`src/rtl/commit_trace_fifo_pkg.sv`:
```
// Shared types for the commit trace observer: FSM states and the trace entry layout.
package commit_trace_fifo_pkg;

  localparam int unsigned XLEN    = 32;
  localparam int unsigned TRACE_W = 3 * XLEN;

  // Capture FSM states.
  typedef enum logic [1:0] {
    ST_IDLE    = 2'd0,
    ST_CAPTURE = 2'd1,
    ST_HALTED  = 2'd2
  } state_e;

  // One retired-instruction sample; pc lands in [95:64], inst in [63:32], r in [31:0].
  typedef struct packed {
    logic [XLEN-1:0] pc;
    logic [XLEN-1:0] inst;
    logic [XLEN-1:0] r;
  } trace_t;

endpackage

```
`src/rtl/commit_trace_fifo_sync_fifo.sv`:
```
// Synchronous first-word-fall-through FIFO.
// Ports: clk, rst_n (sync, active-low), push/wdata, pop, rdata (head, combinational),
//        count (0..DEPTH), full, empty (both registered).
// A push while full is accepted when a pop happens on the same edge.
module commit_trace_fifo_sync_fifo #(
  parameter int unsigned WIDTH = 96,
  parameter int unsigned DEPTH = 16,
  parameter int unsigned AW    = 4
) (
  input  logic             clk,
  input  logic             rst_n,
  input  logic             push,
  input  logic [WIDTH-1:0] wdata,
  input  logic             pop,
  output logic [WIDTH-1:0] rdata,
  output logic [AW:0]      count,
  output logic             full,
  output logic             empty
);

  localparam int unsigned CW = AW + 1;

  logic [WIDTH-1:0] mem [DEPTH];
  logic [AW-1:0]    rd_ptr;
  logic [AW-1:0]    wr_ptr;
  logic             pop_ok_c;
  logic             push_ok_c;
  logic [CW-1:0]    count_next_c;

  // Pop needs data present; push needs room, which a same-edge pop provides.
  assign pop_ok_c  = pop && !empty;
  assign push_ok_c = push && (!full || pop_ok_c);

  // Occupancy after this edge.
  always_comb begin
    count_next_c = count;
    case ({push_ok_c, pop_ok_c})
      2'b10:   count_next_c = count + CW'(1);
      2'b01:   count_next_c = count - CW'(1);
      default: count_next_c = count;
    endcase
  end

  // Pointers and occupancy flags; pointers wrap modulo DEPTH.
  always_ff @(posedge clk) begin
    if (!rst_n) begin
      rd_ptr <= '0;
      wr_ptr <= '0;
      count  <= '0;
      full   <= 1'b0;
      empty  <= 1'b1;
    end else begin
      if (push_ok_c) wr_ptr <= wr_ptr + AW'(1);
      if (pop_ok_c)  rd_ptr <= rd_ptr + AW'(1);
      count <= count_next_c;
      full  <= (count_next_c == CW'(DEPTH));
      empty <= (count_next_c == '0);
    end
  end

  // Storage is not reset; stale entries are unreachable once pointers clear.
  always_ff @(posedge clk) begin
    if (push_ok_c) mem[wr_ptr] <= wdata;
  end

  assign rdata = mem[rd_ptr];

endmodule

```
`src/rtl/commit_trace_fifo.sv`:
```
// Commit trace observer: samples {PC, INST, R} each cycle while capturing, buffers it
// in a FWFT FIFO drained over a valid/ready port, counts samples and drops, and
// freezes capture when the PC self-loops HALT_REPEAT times.
// Ports: CLK, RST_N (sync, active-low), EN, PC/INST/R (CPU trace), RD_READY,
//        RD_VALID/RD_PC/RD_INST/RD_R (head), COUNT, FULL, EMPTY, INST_CNT, DROP_CNT, HALTED.
module commit_trace_fifo
  import commit_trace_fifo_pkg::*;
#(
  parameter int unsigned DEPTH       = 16,
  parameter int unsigned AW          = 4,
  parameter int unsigned HALT_REPEAT = 3
) (
  input  logic            CLK,
  input  logic            RST_N,
  input  logic            EN,
  input  logic [XLEN-1:0] PC,
  input  logic [XLEN-1:0] INST,
  input  logic [XLEN-1:0] R,
  input  logic            RD_READY,
  output logic            RD_VALID,
  output logic [XLEN-1:0] RD_PC,
  output logic [XLEN-1:0] RD_INST,
  output logic [XLEN-1:0] RD_R,
  output logic [AW:0]     COUNT,
  output logic            FULL,
  output logic            EMPTY,
  output logic [31:0]     INST_CNT,
  output logic [15:0]     DROP_CNT,
  output logic            HALTED
);

  localparam int unsigned RW = $clog2(HALT_REPEAT + 1);

  state_e          state_q;
  state_e          state_next_c;
  logic [RW-1:0]   rep_q;
  logic [RW-1:0]   rep_next_c;
  logic [XLEN-1:0] last_pc_q;
  logic [31:0]     inst_cnt_q;
  logic [15:0]     drop_cnt_q;
  logic            sample_c;
  logic            pop_c;
  logic            push_c;
  logic            drop_c;
  logic            halt_hit_c;
  trace_t          wr_entry_c;
  trace_t          head_c;

  // Sample / push / drop decision for this edge.
  assign sample_c   = (state_q == ST_CAPTURE) && EN;
  assign pop_c      = !EMPTY && RD_READY;
  assign push_c     = sample_c && (!FULL || pop_c);
  assign drop_c     = sample_c && !push_c;
  assign wr_entry_c = '{pc: PC, inst: INST, r: R};

  // Self-loop run length; held at HALT_REPEAT so it cannot wrap.
  always_comb begin
    rep_next_c = '0;
    if (PC == last_pc_q) begin
      rep_next_c = (rep_q == RW'(HALT_REPEAT)) ? rep_q : rep_q + RW'(1);
    end
  end

  assign halt_hit_c = sample_c && (rep_next_c == RW'(HALT_REPEAT));

  // Capture FSM next state.
  always_comb begin
    state_next_c = state_q;
    case (state_q)
      ST_IDLE:    if (EN) state_next_c = ST_CAPTURE;
      ST_CAPTURE: begin
        if (!EN)            state_next_c = ST_IDLE;
        else if (halt_hit_c) state_next_c = ST_HALTED;
      end
      ST_HALTED:  if (!EN) state_next_c = ST_IDLE;
      default:    state_next_c = ST_IDLE;
    endcase
  end

  // Capture FSM state register.
  always_ff @(posedge CLK) begin
    if (!RST_N) state_q <= ST_IDLE;
    else        state_q <= state_next_c;
  end

  // Halt detector history and sample/drop counters.
  always_ff @(posedge CLK) begin
    if (!RST_N) begin
      rep_q      <= '0;
      last_pc_q  <= '0;
      inst_cnt_q <= '0;
      drop_cnt_q <= '0;
    end else if (sample_c) begin
      rep_q      <= rep_next_c;
      last_pc_q  <= PC;
      inst_cnt_q <= inst_cnt_q + 32'(1);
      if (drop_c && (drop_cnt_q != 16'hFFFF)) drop_cnt_q <= drop_cnt_q + 16'(1);
    end
  end

  commit_trace_fifo_sync_fifo #(
    .WIDTH (TRACE_W),
    .DEPTH (DEPTH),
    .AW    (AW)
  ) u_fifo (
    .clk   (CLK),
    .rst_n (RST_N),
    .push  (push_c),
    .wdata (wr_entry_c),
    .pop   (pop_c),
    .rdata (head_c),
    .count (COUNT),
    .full  (FULL),
    .empty (EMPTY)
  );

  assign RD_VALID = !EMPTY;
  assign RD_PC    = head_c.pc;
  assign RD_INST  = head_c.inst;
  assign RD_R     = head_c.r;
  assign INST_CNT = inst_cnt_q;
  assign DROP_CNT = drop_cnt_q;
  assign HALTED   = (state_q == ST_HALTED);

endmodule
```
`config.mk`:
```
export PLATFORM = sky130hd
export DESIGN_NAME = commit_trace_fifo
export DESIGN_NICKNAME = d
export VERILOG_FILES = /design/src/rtl/commit_trace_fifo_pkg.sv /design/src/rtl/commit_trace_fifo_sync_fifo.sv /design/src/rtl/commit_trace_fifo.sv
export SDC_FILE = /design/constraint.sdc
export NUM_CORES = 1
export LEC_CHECK = 0
export BUFFER_PORTS_ARGS = -buffer_cell sky130_fd_sc_hd__buf_4
export CELL_PAD_IN_SITES_DETAIL_PLACEMENT = 0
export CELL_PAD_IN_SITES_GLOBAL_PLACEMENT = 2
export CORE_ASPECT_RATIO = 1.75
export CORE_MARGIN = 2
export CORE_UTILIZATION = 49
export DETAILED_ROUTE_END_ITERATION = 8
export GPL_TIMING_DRIVEN = 0
export PLACE_DENSITY = 0.91
export SYNTH_ARGS = -nofsm -noshare
export SYNTH_HDL_FRONTEND = slang
export SYNTH_SLANG_ARGS = --single-unit
```
`constraint.sdc`:
```
create_clock -name CLK -period 10.8 [get_ports CLK]
set_input_delay 1.62 -clock CLK [delete_from_list [all_inputs] [get_ports CLK]]
set_output_delay 1.62 -clock CLK [all_outputs]
set_load 0.01 [all_outputs]
```
==> results_dict.tcl <==
set metrics [dict create \
    status "finished, final reports clean" \
    p_total_mw 13.40 \
    cts_sinks 1639 \
    async_flop_share_pct 0 \
    path_clk_slew_ns 0.07 \
    slew_viol_final 0 \
    r2r-end "u_fifo.full" \
    synth_top_family_by_area "multiplexers" \
    yosys.area.top_type_share_pct 74.09 \
    syn_nets 2817 \
    rsz0062_at_grt "no" \
    core_area_um2 126600 \
    yosys.area_share.adder_pct 0.2010 \
    fillCellCount 8961 \
    finalCoreUtilization_pct 57.21 \
    cts_tree "done" \
    place_congestion 0.7475 \
    grt_pass1_vias 31570 \
    port_buffers 252 \
    switchingPower_mw 2.973 \
    rows 173 \
    syn_inst 2707 \
    yosysMostFrequentCell "edfxtp_1" \
    fin_ws_ns 4.987 \
    synth_xor_area_share_pct 0.9848 \
    period_needed_ns 5.813 \
    reg2reg_from "state_q[0]" \
    root_buffer "clkbuf_16" \
    grt_overflow 0 \
    clockBufferDepth 3 \
    routed_wl_um 152900 \
    cts_made_buffers 146 \
    finalHoldViolCount 0 \
    netSwitchingFraction_pct 22.19 \
    ctsResizeCount 0 \
    cp_max_fo 10 \
    ant_nets 0 \
    grt_max_degree 24 \
    clock.fmax_mhz 172.0 \
    dp_hpwl_um 96090 \
    grt_use_total_pct 23.81 \
    relSlewSlack_pct 13.08 \
    synthTopCellsByArea "edfxtp_1 (74%), mux4_2 (17%), dfxtp_1 (3.3%)" \
    initial_core_util_pct 49.16 \
    multi_input_area_um2 13570 \
    ff2ff_setup_slack_ns 7.02 \
    leakagePower_nw 22.35 \
    p_int_mw 10.43 \
    postCtsHoldBufs 0 \
    vias_per_cell 6.083 \
    area_growth_pct 16.38 \
    hold_path_depth 2 \
    pwr_density_cell_nw_per_um2 185.0 \
    die-area_um2 130000 \
    dp_cells 4724 \
    peakVddDrop_mv 0.1790 \
    fin_nets 3320 \
    clock_power_share_pct 37.4 \
    synth.mux.area_fraction_pct 17.45 \
    pwr-share-seq_pct 52.1 \
    reg2reg_depth 13 \
    die_height_um 475.5 \
    drtIter0Drc 3317 \
    layout-drive-gt1-share_pct 33.37 \
    firstDrtPassIters 5 \
    synth-simple-area-share_pct 2.207 \
    worstSetupPathType "flip-flop to output pin" \
    synth_compound_area_share_pct 0.7798 \
    h-tree-depth 4 \
    syn_area_per_cell_um2 23.00 \
    ios 253 \
    yosysTopAreaCell "edfxtp_1" \
    whs_ns 0.4664 \
    ys_seq_area_share_pct 77.40 \
    clkLatencyLatePin_ns 0.78 \
    postCtsSetupRepairBufs 0 \
    hp-start "last_pc_q[13]" \
    instances_no_fill 4975 \
    syn-cell-area_um2 62250 \
    hold_path_class "flip-flop to flip-flop" \
    post-place-ws_ns 5.630 \
    detail_route.wl_per_cell_um 30.73 \
    finalClockSkew_ns 0.02733 \
    synth_edf_count 1536 \
    drv_cap 0 \
    grt_pass1_wl_um 218700 \
    synth_ff_type "edfxtp_1" \
    cp_data_arrival_time_ns 4.19 \
    grt_antenna_before_repair 12 \
    vias 30260 \
    hold_end "last_pc_q[13]" \
    period_share_pct 53.82 \
    required_ns 9.18 \
    end_kind "output pin" \
    yosys-top-cells-count "edfxtp_1 (1,536), mux4_2 (480), dfxtp_1 (103)" \
    comb_power_share_pct 10.5 \
    synth_seq_cells 1639 \
    finalSetupViolCount 0 \
    register_area_um2 48190 \
    synth_warnings 0 \
    die_w_um 273.4 \
    drc 0 \
    crit_path_start_kind "flip-flop" \
    synth.distinct_cells 59 \
    tightest_slew_ns 1.304 \
]
==> kinds of logic (layout without fill, tap and decap cells) <==
| family | count (synthesis) | count (layout) |
|---|---|---|
| adders and majority gates | 10 | 10 |
| AOI/OAI and AO/OA | 82 | 82 |
| other | 0 | 2 |
| and+or+nand+nor | 274 | 274 |
| DFF | 1639 | 1639 |
| buffers and inverters | 147 | 751 |
| xor gates and xnor gates | 70 | 70 |
| muxes | 485 | 485 |
==> sequential cells by signal (all words and copies together), names as in the netlist, 2 cells and up, named ones only <==
name / count
DROP_CNT: 16
INST_CNT: 32
last_pc_q: 32
rep_q: 2
state_q: 2
u_fifo.count: 5
u_fifo.mem: 1536
u_fifo.rd_ptr: 4
u_fifo.wr_ptr: 4
==> power groups by stage <==
stage	clock [mW]	combinational, mW	sequential, mW
3_5_place_dp	0	1.43	7.12
2_1_floorplan	0	0.882	7.12
3_3_place_gp	0	1.39	7.13
6_report	5.01	1.41	6.98
4_1_cts	5.09	1.44	6.98
5_1_grt	5.29	1.50	6.98
==> per-layer routing <==
metal | global-route usage (%) | share of wire (%) | vias up
met4 | 6.704 | 2.5 | 16
met1 | 29.81 | 37 | 16080
met2 | 41.71 | 53 | 1488
li1 | - | - | 12420
met5 | 0 | 0.063 | -
met3 | 5.314 | 8.0 | 261
==> worst max-delay path by stage <==
stage               slack [ns]                 to  cells after the start       from
floorplan                 1.19   u_fifo.mem[3][0]                      5         EN
global placement         -7.83  u_fifo.mem[3][42]                      6         EN
detailed placement        5.63        u_fifo.full                     14         EN
CTS                       4.84          RD_PC[30]                      5  flip-flop
global route              4.88        RD_INST[28]                      5  flip-flop
finish                    4.99          RD_PC[30]                      6  flip-flop
==> layout by cell type (no fill, tap or decap), types with 18 or more instances in the layout <==
| cell type | n |
|---|---|
| edfxtp_1 | 1536 |
| mux4_2 | 480 |
| buf_4 | 255 |
| clkbuf_16 | 151 |
| clkbuf_1 | 116 |
| dfxtp_1 | 103 |
| nand2_1 | 94 |
| xnor2_1 | 58 |
| a21oi_1 | 51 |
| buf_6 | 49 |
| nor2_1 | 47 |
| buf_12 | 47 |
| buf_2 | 45 |
| clkinv_1 | 20 |
| nand4_1 | 20 |
| nand3_1 | 18 |
==> critical path, cell delays in order, from the launching register on <==
cell,delay [ns]
dfxtp_1,0.30
clkbuf_1,0.18
clkbuf_1,0.98
buf_2,0.58
mux4_2,0.57
mux4_2,0.60
buf_4,0.19
==> per-stage QoR <==
step | cell area (um^2) | setup TNS, ns
after global routing | 72450 | 0
final | 72450 | 0
after detailed placement | 67950 | 0
after CTS | 72440 | 0
after floorplan | 62250 | 0
after global placement | 66220 | -5328.51
==> final cells by class <==
class | count | area share [%]
diodes | 2 | 0.006908
plain buffers | 135 | 0.7771
clock buffers | 191 | 5.506
clock inverters | 58 | 0.7029
inverters | 12 | 0.06217
multi-input cells | 921 | 18.73
flip-flops and latches | 1639 | 66.51
well taps | 1662 | 2.870
repair buffers | 355 | 4.837
Note: power is estimated with default switching activity, not from simulation.
